File: config.mk
export PLATFORM = sky130hd
export DESIGN_NAME = vga_bounce_sprite
export DESIGN_NICKNAME = d
export VERILOG_FILES = /design/src/rtl/vga_bounce_sprite.sv
export SDC_FILE = /design/constraint.sdc
export NUM_CORES = 1
export LEC_CHECK = 0
export ABC_CLOCK_PERIOD_IN_PS = 5800
export BUFFER_PORTS_ARGS = -buffer_cell sky130_fd_sc_hd__buf_2
export CORE_MARGIN = 1.5
export CORE_UTILIZATION = 45
export DETAILED_ROUTE_END_ITERATION = 6
export GPL_ROUTABILITY_DRIVEN = 0
export GPL_TIMING_DRIVEN = 1
export PLACE_DENSITY = 0.65
export SYNTH_ARGS = -nofsm -noshare
export SYNTH_HDL_FRONTEND = slang
export SYNTH_SLANG_ARGS = --single-unit
File: constraint.sdc
create_clock -name clk -period 5.8 [get_ports clk]
set_input_delay 0.29 -clock clk [delete_from_list [all_inputs] [get_ports clk]]
set_output_delay 0.29 -clock clk [all_outputs]
set_load 0.01 [all_outputs]
File: src/rtl/vga_bounce_sprite.sv
`default_nettype none
// ============================================================================
//  Module      : vga_bounce_sprite
//  Description : Pixel-colour stage for a VGA beam. Keeps a sprite that moves
//                once per frame, bounces off the active-area edges, changes
//                colour on every bounce, and produces registered 2-bit R/G/B
//                per pixel (1 clk latency).
//  Revision    : 1.0 - initial release
// ============================================================================
module vga_bounce_sprite #(
    parameter int H_ACTIVE         = 640,
    parameter int V_ACTIVE         = 480,
    parameter int SPRITE_W         = 32,
    parameter int SPRITE_H         = 32,
    parameter int STEP             = 1,
    parameter int VSYNC_ACTIVE_LOW = 1
) (
    input  logic       clk,
    input  logic       reset,
    input  logic       display_on,
    input  logic [9:0] hpos,
    input  logic [9:0] vpos,
    input  logic       vsync,
    input  logic       pause,
    output logic [1:0] r,
    output logic [1:0] g,
    output logic [1:0] b,
    output logic       frame_tick,
    output logic       bounce,
    output logic [9:0] sprite_x,
    output logic [9:0] sprite_y
);

    // 11-bit constants so edge comparisons can never wrap
    localparam logic [10:0] MAX_X    = 11'(H_ACTIVE - SPRITE_W);
    localparam logic [10:0] MAX_Y    = 11'(V_ACTIVE - SPRITE_H);
    localparam logic [10:0] STEP_W   = 11'(STEP);
    localparam logic [9:0]  STEP_N   = 10'(STEP);
    localparam logic [10:0] SPR_W_W  = 11'(SPRITE_W);
    localparam logic [10:0] SPR_H_W  = 11'(SPRITE_H);
    localparam logic        VS_IDLE  = (VSYNC_ACTIVE_LOW != 0);

    logic       vsync_q;
    logic       frame_tick_q;
    logic       bounce_q;
    logic [9:0] x_q, x_d;
    logic [9:0] y_q, y_d;
    logic       dir_x_q, dir_x_d;   // 1 = moving towards larger coordinates
    logic       dir_y_q, dir_y_d;
    logic [2:0] colour_q;
    logic [5:0] rgb_q, rgb_d;

    logic        frame_start;
    logic        bounce_x, bounce_y;
    logic [10:0] x_inc, y_inc;
    logic        hit;

    // A frame starts on the first cycle vsync becomes active; a long pulse counts once
    assign frame_start = (vsync_q == VS_IDLE) && (vsync != VS_IDLE);

    assign x_inc = {1'b0, x_q} + STEP_W;
    assign y_inc = {1'b0, y_q} + STEP_W;

    // Next sprite position and direction for one frame of motion on each axis
    always_comb begin
        x_d      = x_q;
        y_d      = y_q;
        dir_x_d  = dir_x_q;
        dir_y_d  = dir_y_q;
        bounce_x = 1'b0;
        bounce_y = 1'b0;

        if (dir_x_q) begin
            if (x_inc >= MAX_X) begin
                x_d      = MAX_X[9:0];
                dir_x_d  = 1'b0;
                bounce_x = 1'b1;
            end else begin
                x_d = x_inc[9:0];
            end
        end else begin
            if ({1'b0, x_q} <= STEP_W) begin
                x_d      = '0;
                dir_x_d  = 1'b1;
                bounce_x = 1'b1;
            end else begin
                x_d = x_q - STEP_N;
            end
        end

        if (dir_y_q) begin
            if (y_inc >= MAX_Y) begin
                y_d      = MAX_Y[9:0];
                dir_y_d  = 1'b0;
                bounce_y = 1'b1;
            end else begin
                y_d = y_inc[9:0];
            end
        end else begin
            if ({1'b0, y_q} <= STEP_W) begin
                y_d      = '0;
                dir_y_d  = 1'b1;
                bounce_y = 1'b1;
            end else begin
                y_d = y_q - STEP_N;
            end
        end
    end

    assign hit = ({1'b0, hpos} >= {1'b0, x_q}) &&
                 ({1'b0, hpos} <  ({1'b0, x_q} + SPR_W_W)) &&
                 ({1'b0, vpos} >= {1'b0, y_q}) &&
                 ({1'b0, vpos} <  ({1'b0, y_q} + SPR_H_W));

    // Pixel colour: blank outside active area, palette on sprite, dim checker elsewhere
    always_comb begin
        rgb_d = 6'b00_00_00;
        if (display_on) begin
            if (hit) begin
                case (colour_q)
                    3'd0:    rgb_d = 6'b11_00_00;
                    3'd1:    rgb_d = 6'b00_11_00;
                    3'd2:    rgb_d = 6'b00_00_11;
                    3'd3:    rgb_d = 6'b11_11_00;
                    3'd4:    rgb_d = 6'b00_11_11;
                    3'd5:    rgb_d = 6'b11_00_11;
                    3'd6:    rgb_d = 6'b11_11_11;
                    default: rgb_d = 6'b01_01_01;
                endcase
            end else begin
                rgb_d = {4'b00_00, 1'b0, hpos[5] ^ vpos[5]};
            end
        end
    end

    // State registers: motion and colour change only at frame start (during blanking)
    always_ff @(posedge clk) begin
        if (reset) begin
            vsync_q      <= VS_IDLE;
            frame_tick_q <= 1'b0;
            bounce_q     <= 1'b0;
            x_q          <= '0;
            y_q          <= '0;
            dir_x_q      <= 1'b1;
            dir_y_q      <= 1'b1;
            colour_q     <= '0;
            rgb_q        <= '0;
        end else begin
            vsync_q      <= vsync;
            frame_tick_q <= frame_start;
            bounce_q     <= frame_start && !pause && (bounce_x || bounce_y);
            rgb_q        <= rgb_d;
            if (frame_start && !pause) begin
                x_q     <= x_d;
                y_q     <= y_d;
                dir_x_q <= dir_x_d;
                dir_y_q <= dir_y_d;
                // A corner hit still advances the colour only once
                if (bounce_x || bounce_y) begin
                    colour_q <= colour_q + 3'd1;
                end
            end
        end
    end

    assign r          = rgb_q[5:4];
    assign g          = rgb_q[3:2];
    assign b          = rgb_q[1:0];
    assign frame_tick = frame_tick_q;
    assign bounce     = bounce_q;
    assign sprite_x   = x_q;
    assign sprite_y   = y_q;

endmodule
`default_nettype wire

# Word level (Yosys, flattened, before mapping)
# Index checks and enable logic that the tools add are counted.
# word_totals
regBits	34
latchBits	0
ram_bits	0
romBits	0
inputBits	25
wordCells	65
n_memories	0
# classes
add_sub_neg	7
multipliers	0
div	0
n_lt_le_gt_ge	8
n_eq_ne	6
shift	0
mux	18
bitwise_logic	4
n_reduce_logical	12
# op_table
op	n
$mux W10	6
$pmux W6 S7	1
$add A10 B1 Y11 const B	2
$add A10 B6 Y11 const B	2
$lt A10 B11 Y1	2
$ge A10 B10 Y1	2
$le A10 B1 Y1 const B	2
$sub A10 B1 Y10 const B	2
$ge A11 B10 Y1 const B	1
$ge A11 B9 Y1 const B	1
$mux W1	11
$eq A3 B3 Y1 const B	3
$eq A3 B2 Y1 const B	2
$logic_and A1 B1 Y1	6
$add A3 B1 Y3 const B	1
$eq A3 B1 Y1 const B	1
$logic_not A3 Y1	1
$not A1 Y1	3
$reduce_or A3 Y1	1
$reduce_and A2 Y1	1
$reduce_or A2 Y1	1
$logic_not A1 Y1	1
$logic_or A1 B1 Y1	1
$xor A1 B1 Y1	1

# Logic depth before layout (Yosys ltp)
# Gate-level depths: netlist of run 1.
# logic_depth
ltp_word	7
ltp_mapped	11

# Worst setup path before layout of run 1
# OpenSTA, ideal clock, no wires.
# synth_timing
path_type	register to register
startpoint	reg x_q[5] (netlist: sprite_x[5])
endpoint	reg rgb_q[3]
setup_ns	0.079
arrival_time_ns	2.416
required_ns	5.721
path_slack_ns	3.306
path_stages_with_launch	12
n_path_buf	1
synth_period_minus_slack_ns	2.494
cell_sequence	dfxtp_1 > buf_4 > inv_1 > ha_1 > inv_1 > ha_1 > a211oi_1 > a211oi_1 > o32a_1 > nor3_2 > nand4b_1 > nor3_1
# synth_via
elab_chain_len	7
word_cells_on_any_way	8
classes_between	1 x add/sub; 2 x order compare; 1 x bitwise; 4 x reduce/logical
# synth_rtl
element	line_no	source
start, declared	46	logic [9:0] x_q, x_d;
start signal, assigned	142	x_q <= '0;
start signal, assigned	154	x_q <= x_d;
$add A10 B6 Y11	111	({1'b0, hpos} < ({1'b0, x_q} + SPR_W_W)) &&
$lt A10 B11 Y1	111	
$logic_and A1 B1 Y1 *	110	assign hit = ({1'b0, hpos} >= {1'b0, x_q}) &&
$logic_and A1 B1 Y1 *	111	
$logic_and A1 B1 Y1 *	112	({1'b0, vpos} >= {1'b0, y_q}) &&
$not A1 Y1 (no source line) *	--	
$reduce_or A3 Y1 (no source line) *	--	
end signal, assigned	152	rgb_q <= rgb_d;
end, declared	51	logic [5:0] rgb_q, rgb_d;
# Mark *: on every way between the ends. The rest lies on a longest branch, timed or not.
# A chain may end at the register's enable or synchronous reset.

# Worst setup path in the final report of run 1
# Same ends and word-level chain as after synthesis.

==> metrics, run 1 <==
DR iter-0 viols=217; final antenna-violating net count=0; routed wire length=8.09 mm; Syn Inst Count=400; Die H=86.8 um; top-area cell type share of the netlist area=21.5%; Post-CTS Setup Bufs=0; compound-cell area share of the yosys netlist=27.6%; number of max-cap violations=0; Cell Area, Synth=3160 um^2; PostCTS Resize Cnt=0; minimum clock period=2.95 ns; fmax=339 MHz; number of synthesized flops with an enable pin=0; crit path max-delay cell type=dfxtp_1; Fin. Hold Viols=0; Total Routing Usage GR=21.7%; min-delay worst type=in2reg; Post-route DRC=0; Die Span X=86.8 um; CP Class=reg2reg; Yosys reg bits=34; Synth Area in XOR/XNOR=5.27%; vias in the first global route=2782; simple-gate share of the synthesized area=20.0%; number of I/O pins=53; Buf/Inv on CP=2; Pwr per Cell Area=172 nW/um^2; final hold slack=0.197 ns; Layout Skew=0.00766 ns; std cell rows=30; mux contribution to synthesized area=1.27%; most frequent cells after synthesis=ha_1 (45), a21oi_1 (37), dfxtp_1 (34); FF-to-FF setup slack=2.85 ns; Mean Syn Cell Area=7.90 um^2; Final Setup Violations=0; Vias/cell=5.89; Syn-to-layout area delta=12.9%; most area-hungry cell type in the Yosys netlist=dfxtp_1; worst-case clock buffer depth=2; maximum vdd drop=121 uV; TritonRoute pass-1 iters=5; post-synthesis sequential area ratio=21.5%; Ys Warns=0; largest family of logic cells by synthesized area=compound AO/OA/AOI/OAI gates; Worst slew margin=56.4%; H-tree levels=2; status=complete, no violations; global route overflow=0; Most used DFF post-synth=dfxtp_1; Slew @ Worst Pin=0.649 ns; Unique masters post-synth=63; Nets=513; layout cells sized above 1=17.1%; P_leak=1.46 nW; global-route wire length before repair=13.1 mm; CTS buffer count=5; n_diodes=0; critical path startpoint category=register; Starting Density=46.5%; Die Area=7540 um^2; count leader, synth=ha_1; crit share post-route=50.9%; largest cells by area after synthesis=dfxtp_1 (22%), ha_1 (18%), a21oi_1 (5.9%); clock sink total=34; cts hold-fix bufs=0; clock root buffer=clkbuf_8; delay-heaviest family, CP=simple AND/OR/NAND/NOR gates; clk slew on worst S/H paths=0.07 ns; Adder-Cell Fraction of Synth Area=17.8%; Post-Syn Nets=470; ys async rst share=0%; setup tns final=0 ns; worst path required time=6.01 ns; vias=3179; top fanout value on the critical path=11; RSZ-0062 raised after global routing=false; Buffers on Ports=52; pin count of the biggest net entering global routing=31; Core Region=6790 um^2; Worst setup EP type=register; DP HPWL=6.03 mm; worst-skew pair later-pin latency=0.29 ns; CTS tree=built; final slew viol count=0; Data arrival, critical path=3.16 ns; detailed-route wire length per cell=15.0 um; Max stage delay on crit path=0.54 ns; initial antenna violation count=0; crit-path cells=inv_1 > ha_1 > inv_1 > ha_1 > a211oi_1 > a211oi_1 > o32a_1 > nor3_2 > nand4b_1 > nor3_1
-- final timing paths --
| kind | start | endpoint | cells after the start |
|---|---|---|---|
| max | sprite_x[5] | rgb_q[3] | 10 |
| min | vsync | vsync_q | 2 |
| max reg2reg | sprite_x[5] | rgb_q[3] | 10 |
| min reg2reg | vsync_q | frame_tick | 2 |
-- registers in the layout (all words and copies together), names as in the netlist --
register    count
vsync_q         1
colour_q        3
sprite_y       10
rgb_q           6
sprite_x       10
dir_y_q         1
dir_x_q         1
frame_tick      1
bounce          1
-- cell type report --
| class | count | area, um^2 |
|---|---|---|
| clock buffers | 5 | 68.8 |
| clock inverters | 3 | 40.0 |
| fillers | 650 | 3230 |
| inverters | 31 | 116 |
| multi-input cells | 318 | 2270 |
| flip-flops and latches | 34 | 681 |
| well taps | 96 | 120 |
| repair buffers | 53 | 268 |
-- per-layer routing --
layer / up-vias / GRT usage, % / wire length [um]
met5: - / 0 / 0
met4: 0 / 5.87 / 87
met3: 13 / 3.24 / 459
met2: 105 / 33.1 / 3580
met1: 1493 / 31.8 / 3960
li1: 1568 / - / -
-- cells by family after synthesis --
group           Yosys count
xor+xnor                 19
compound gates          128
simple gates            122
buf+inv                  48
mux                       4
flops                    34
fa+ha+maj                45
-- placed cells by master (no fill, tap or decap), drive strengths merged, types with 5 or more instances in the layout --
cell,count
a211oi,10
a21o,6
a21oi,37
a221oi,6
and3,6
buf,53
clkbuf,5
dfxtp,34
ha,45
inv,31
nand2,20
nand2b,5
nand3,19
nand4,7
nor2,27
nor2b,5
nor3,17
nor4,5
o21ai,29
xnor2,18
-- worst reg2reg max path, cell delays in order (launching register included) --
cell	delay [ns]
dfxtp_1	0.54
inv_1	0.23
ha_1	0.33
inv_1	0.04
ha_1	0.29
a211oi_1	0.22
a211oi_1	0.10
o32a_1	0.31
nor3_2	0.32
nand4b_1	0.27
nor3_1	0.23
-- per-stage QoR --
| stage | util (%) | instances | cell area (um^2) | power (mW) | setup WS, ns |
|---|---|---|---|---|---|
| 2_1_floorplan | - | 400 | 3160 | 0.363 | 3.31 |
| 5_1_grt | 52.5 | 540 | 3570 | 0.650 | 2.64 |
| 3_3_place_gp | 50.9 | 532 | 3460 | 0.401 | 3.07 |
| 3_5_place_dp | 50.9 | 532 | 3460 | 0.403 | 2.90 |
| 4_1_cts | 52.5 | 540 | 3570 | 0.619 | 2.88 |
| 6_report | 52.5 | 540 | 3570 | 0.614 | 2.85 |
-- power breakdown --
part	switching, mW	internal [mW]
sequential	0.0137	0.241
clock	0.0877	0.126
combinational	0.0835	0.0624
Note: power is estimated with default switching activity, not from simulation.
==> inputs of run 2 (changes only) <==
Settings changed: ABC_CLOCK_PERIOD_IN_PS 5800 to 2500, PLACE_DENSITY 0.65 to 0.68.
Clock period 5.8 ns to 2.5 ns, I/O delays scaled along.
==> metrics, run 2 (synthesis results as in run 1) <==
status=complete, no violations; DR iter-0 viols=271 (+25%); Layout Skew=0.0109 ns (+0.00320 ns); final slew viol count=0 (unchanged); clock root buffer=clkbuf_8; Post-route DRC=0 (unchanged); Final Setup Violations=0 (unchanged); number of max-cap violations=0 (unchanged); Crit. Startpoint=sprite_x[5]; Pwr per Cell Area=365 nW/um^2 (+110%); detailed-route wire length per cell=14.9 um (-0.82%); clock sink total=34 (unchanged); RSZ-0062 raised after global routing=false; Total Routing Usage GR=23.4% (+1.7 points); critical path startpoint category=register; commonest non-fill, non-tap cell in the layout=buf_2; Nets=546 (+6.4%); Hold Crit Start=vsync; clk slew on worst S/H paths=0.08 ns (about the same); Core Region=6790 um^2 (unchanged); top fanout value on the critical path=5 (-6); Hold EP=vsync_q; std cell rows=30 (unchanged); worst-skew pair later-pin latency=0.29 ns (about the same); delay-heaviest family, CP=compound AO/OA/AOI/OAI gates; Fin. Hold Viols=0 (unchanged); Register-to-Register Path Depth=11 (+1); most frequent cells in the layout=buf_2 (52), ha_1 (42), a21oi_1 (34), buf_4 (34); layout cells sized above 1=27.0% (+9.9 points); crit-path cells=ha_1 > nand3_1 > xnor2_1 > ha_1 > nand3_1 > a211oi_2 > o32a_1 > nor3_4 > nand4b_1 > buf_4 > a21oi_1; Die Span X=86.8 um (unchanged); H-tree levels=2 (unchanged); Final Power=1.42 mW (+130%); P_leak=1.64 nW (+12%); Worst setup EP type=register; Vias/cell=5.72 (-2.8%); maximum vdd drop=301 uV (+150%); TritonRoute pass-1 iters=5 (unchanged); hold depth=2 (unchanged); crit share post-route=93.7% (+43 points); vias in the first global route=3034 (+9.1%); vias=3279 (+3.1%); Buffers on Ports=52 (unchanged); routed wire length=8.51 mm (+5.2%); Starting Density=46.5% (unchanged); Buf/Inv on CP=1 (-1); worst path required time=2.71 ns (-3.30 ns); CTS tree=built; Syn-to-layout area delta=23.0%; Die H=86.8 um (unchanged); pin count of the biggest net entering global routing=31 (unchanged); Slew @ Worst Pin=0.628 ns (-0.0207 ns); global-route wire length before repair=14.2 mm (+8.4%); minimum clock period=2.34 ns (-0.608 ns); fmax=427 MHz (+26%); number of I/O pins=53 (unchanged); DP HPWL=6.50 mm (+7.9%); CTS buffer count=5 (unchanged); Die Area=7540 um^2 (unchanged); initial antenna violation count=0 (unchanged); crit path max-delay cell type=o32a_1; worst-case clock buffer depth=2 (unchanged); Worst slew margin=58.1% (+1.8 points); Worst R2R End=rgb_q[2]; global route overflow=0 (unchanged); Reg2Reg Launch Point=sprite_x[5]; final antenna-violating net count=0 (unchanged); FF-to-FF setup slack=0.16 ns (-2.69 ns); final hold slack=0.0304 ns (-0.166 ns); min-delay worst type=in2reg; Max stage delay on crit path=0.39 ns (-0.15 ns); Data arrival, critical path=2.56 ns (-0.60 ns); n_diodes=0 (unchanged); CP Class=reg2reg
[run 2: routing by layer]
metal,track usage (%),share of wire (%),up-vias
li1,-,-,1638
met1,32.6,47,1512
met2,37.4,45,118
met3,3.62,6.6,11
met4,6.60,1.4,0
met5,0,0,-
[run 2: area by class of cell]
cell class | instances | area, um^2
inverter | 31 | 116
clock inverter | 1 | 5.00
tap | 96 | 120
clock buffer | 7 | 86.3
timing repair buffer | 86 | 515
multi-input combinational | 318 | 2360
fill | 631 | 2910
sequential | 34 | 689
[run 2: worst max path at each step]
stage,end,slack (ns),cells after the start
3_3_place_gp,rgb_q[3],0.05,10
3_5_place_dp,rgb_q[3],-0.002,10
4_1_cts,rgb_q[3],0.002,10
5_1_grt,rgb_q[2],0.02,11
2_1_floorplan,rgb_q[3],0.006,11
6_report,rgb_q[2],0.16,11
[run 2: metrics by stage]
stage	setup WS, ns	utilization [%]	TNS [ns]	cell area [um^2]	instances
after global placement	0.0528	54.5	0	3700	564
after global routing	0.0209	57.2	0	3890	573
after floorplan	0.00553	-	0	3160	400
after detailed placement	-0.00225	54.5	-0.00225	3700	564
final	0.157	57.2	0	3890	573
after CTS	0.00205	55.9	0	3800	572
[run 2: power breakdown]
group	switching, mW	internal, mW
logic	0.229	0.182
clock network	0.209	0.222
registers	0.0165	0.559
total	0.455	0.963
[run 2: timing repair]
item                                    in CTS  in global routing
buffers inserted                             0                  1
gates resized for setup                      1                 22
pin swaps                                    0                  9
endpoints found under the setup margin       4                 13
hold buffers                                 0                  0
[run 2: worst reg2reg max path, delay by kind of cell (launching register included)]
kind / cells / cell delay (ns)
adders and majority gates: 2 / 0.49
DFF: 1 / 0.36
xor gates and xnor gates: 1 / 0.15
AOI/OAI and AO/OA: 3 / 0.55
and+or+nand+nor: 4 / 0.54
buffers and inverters: 1 / 0.17
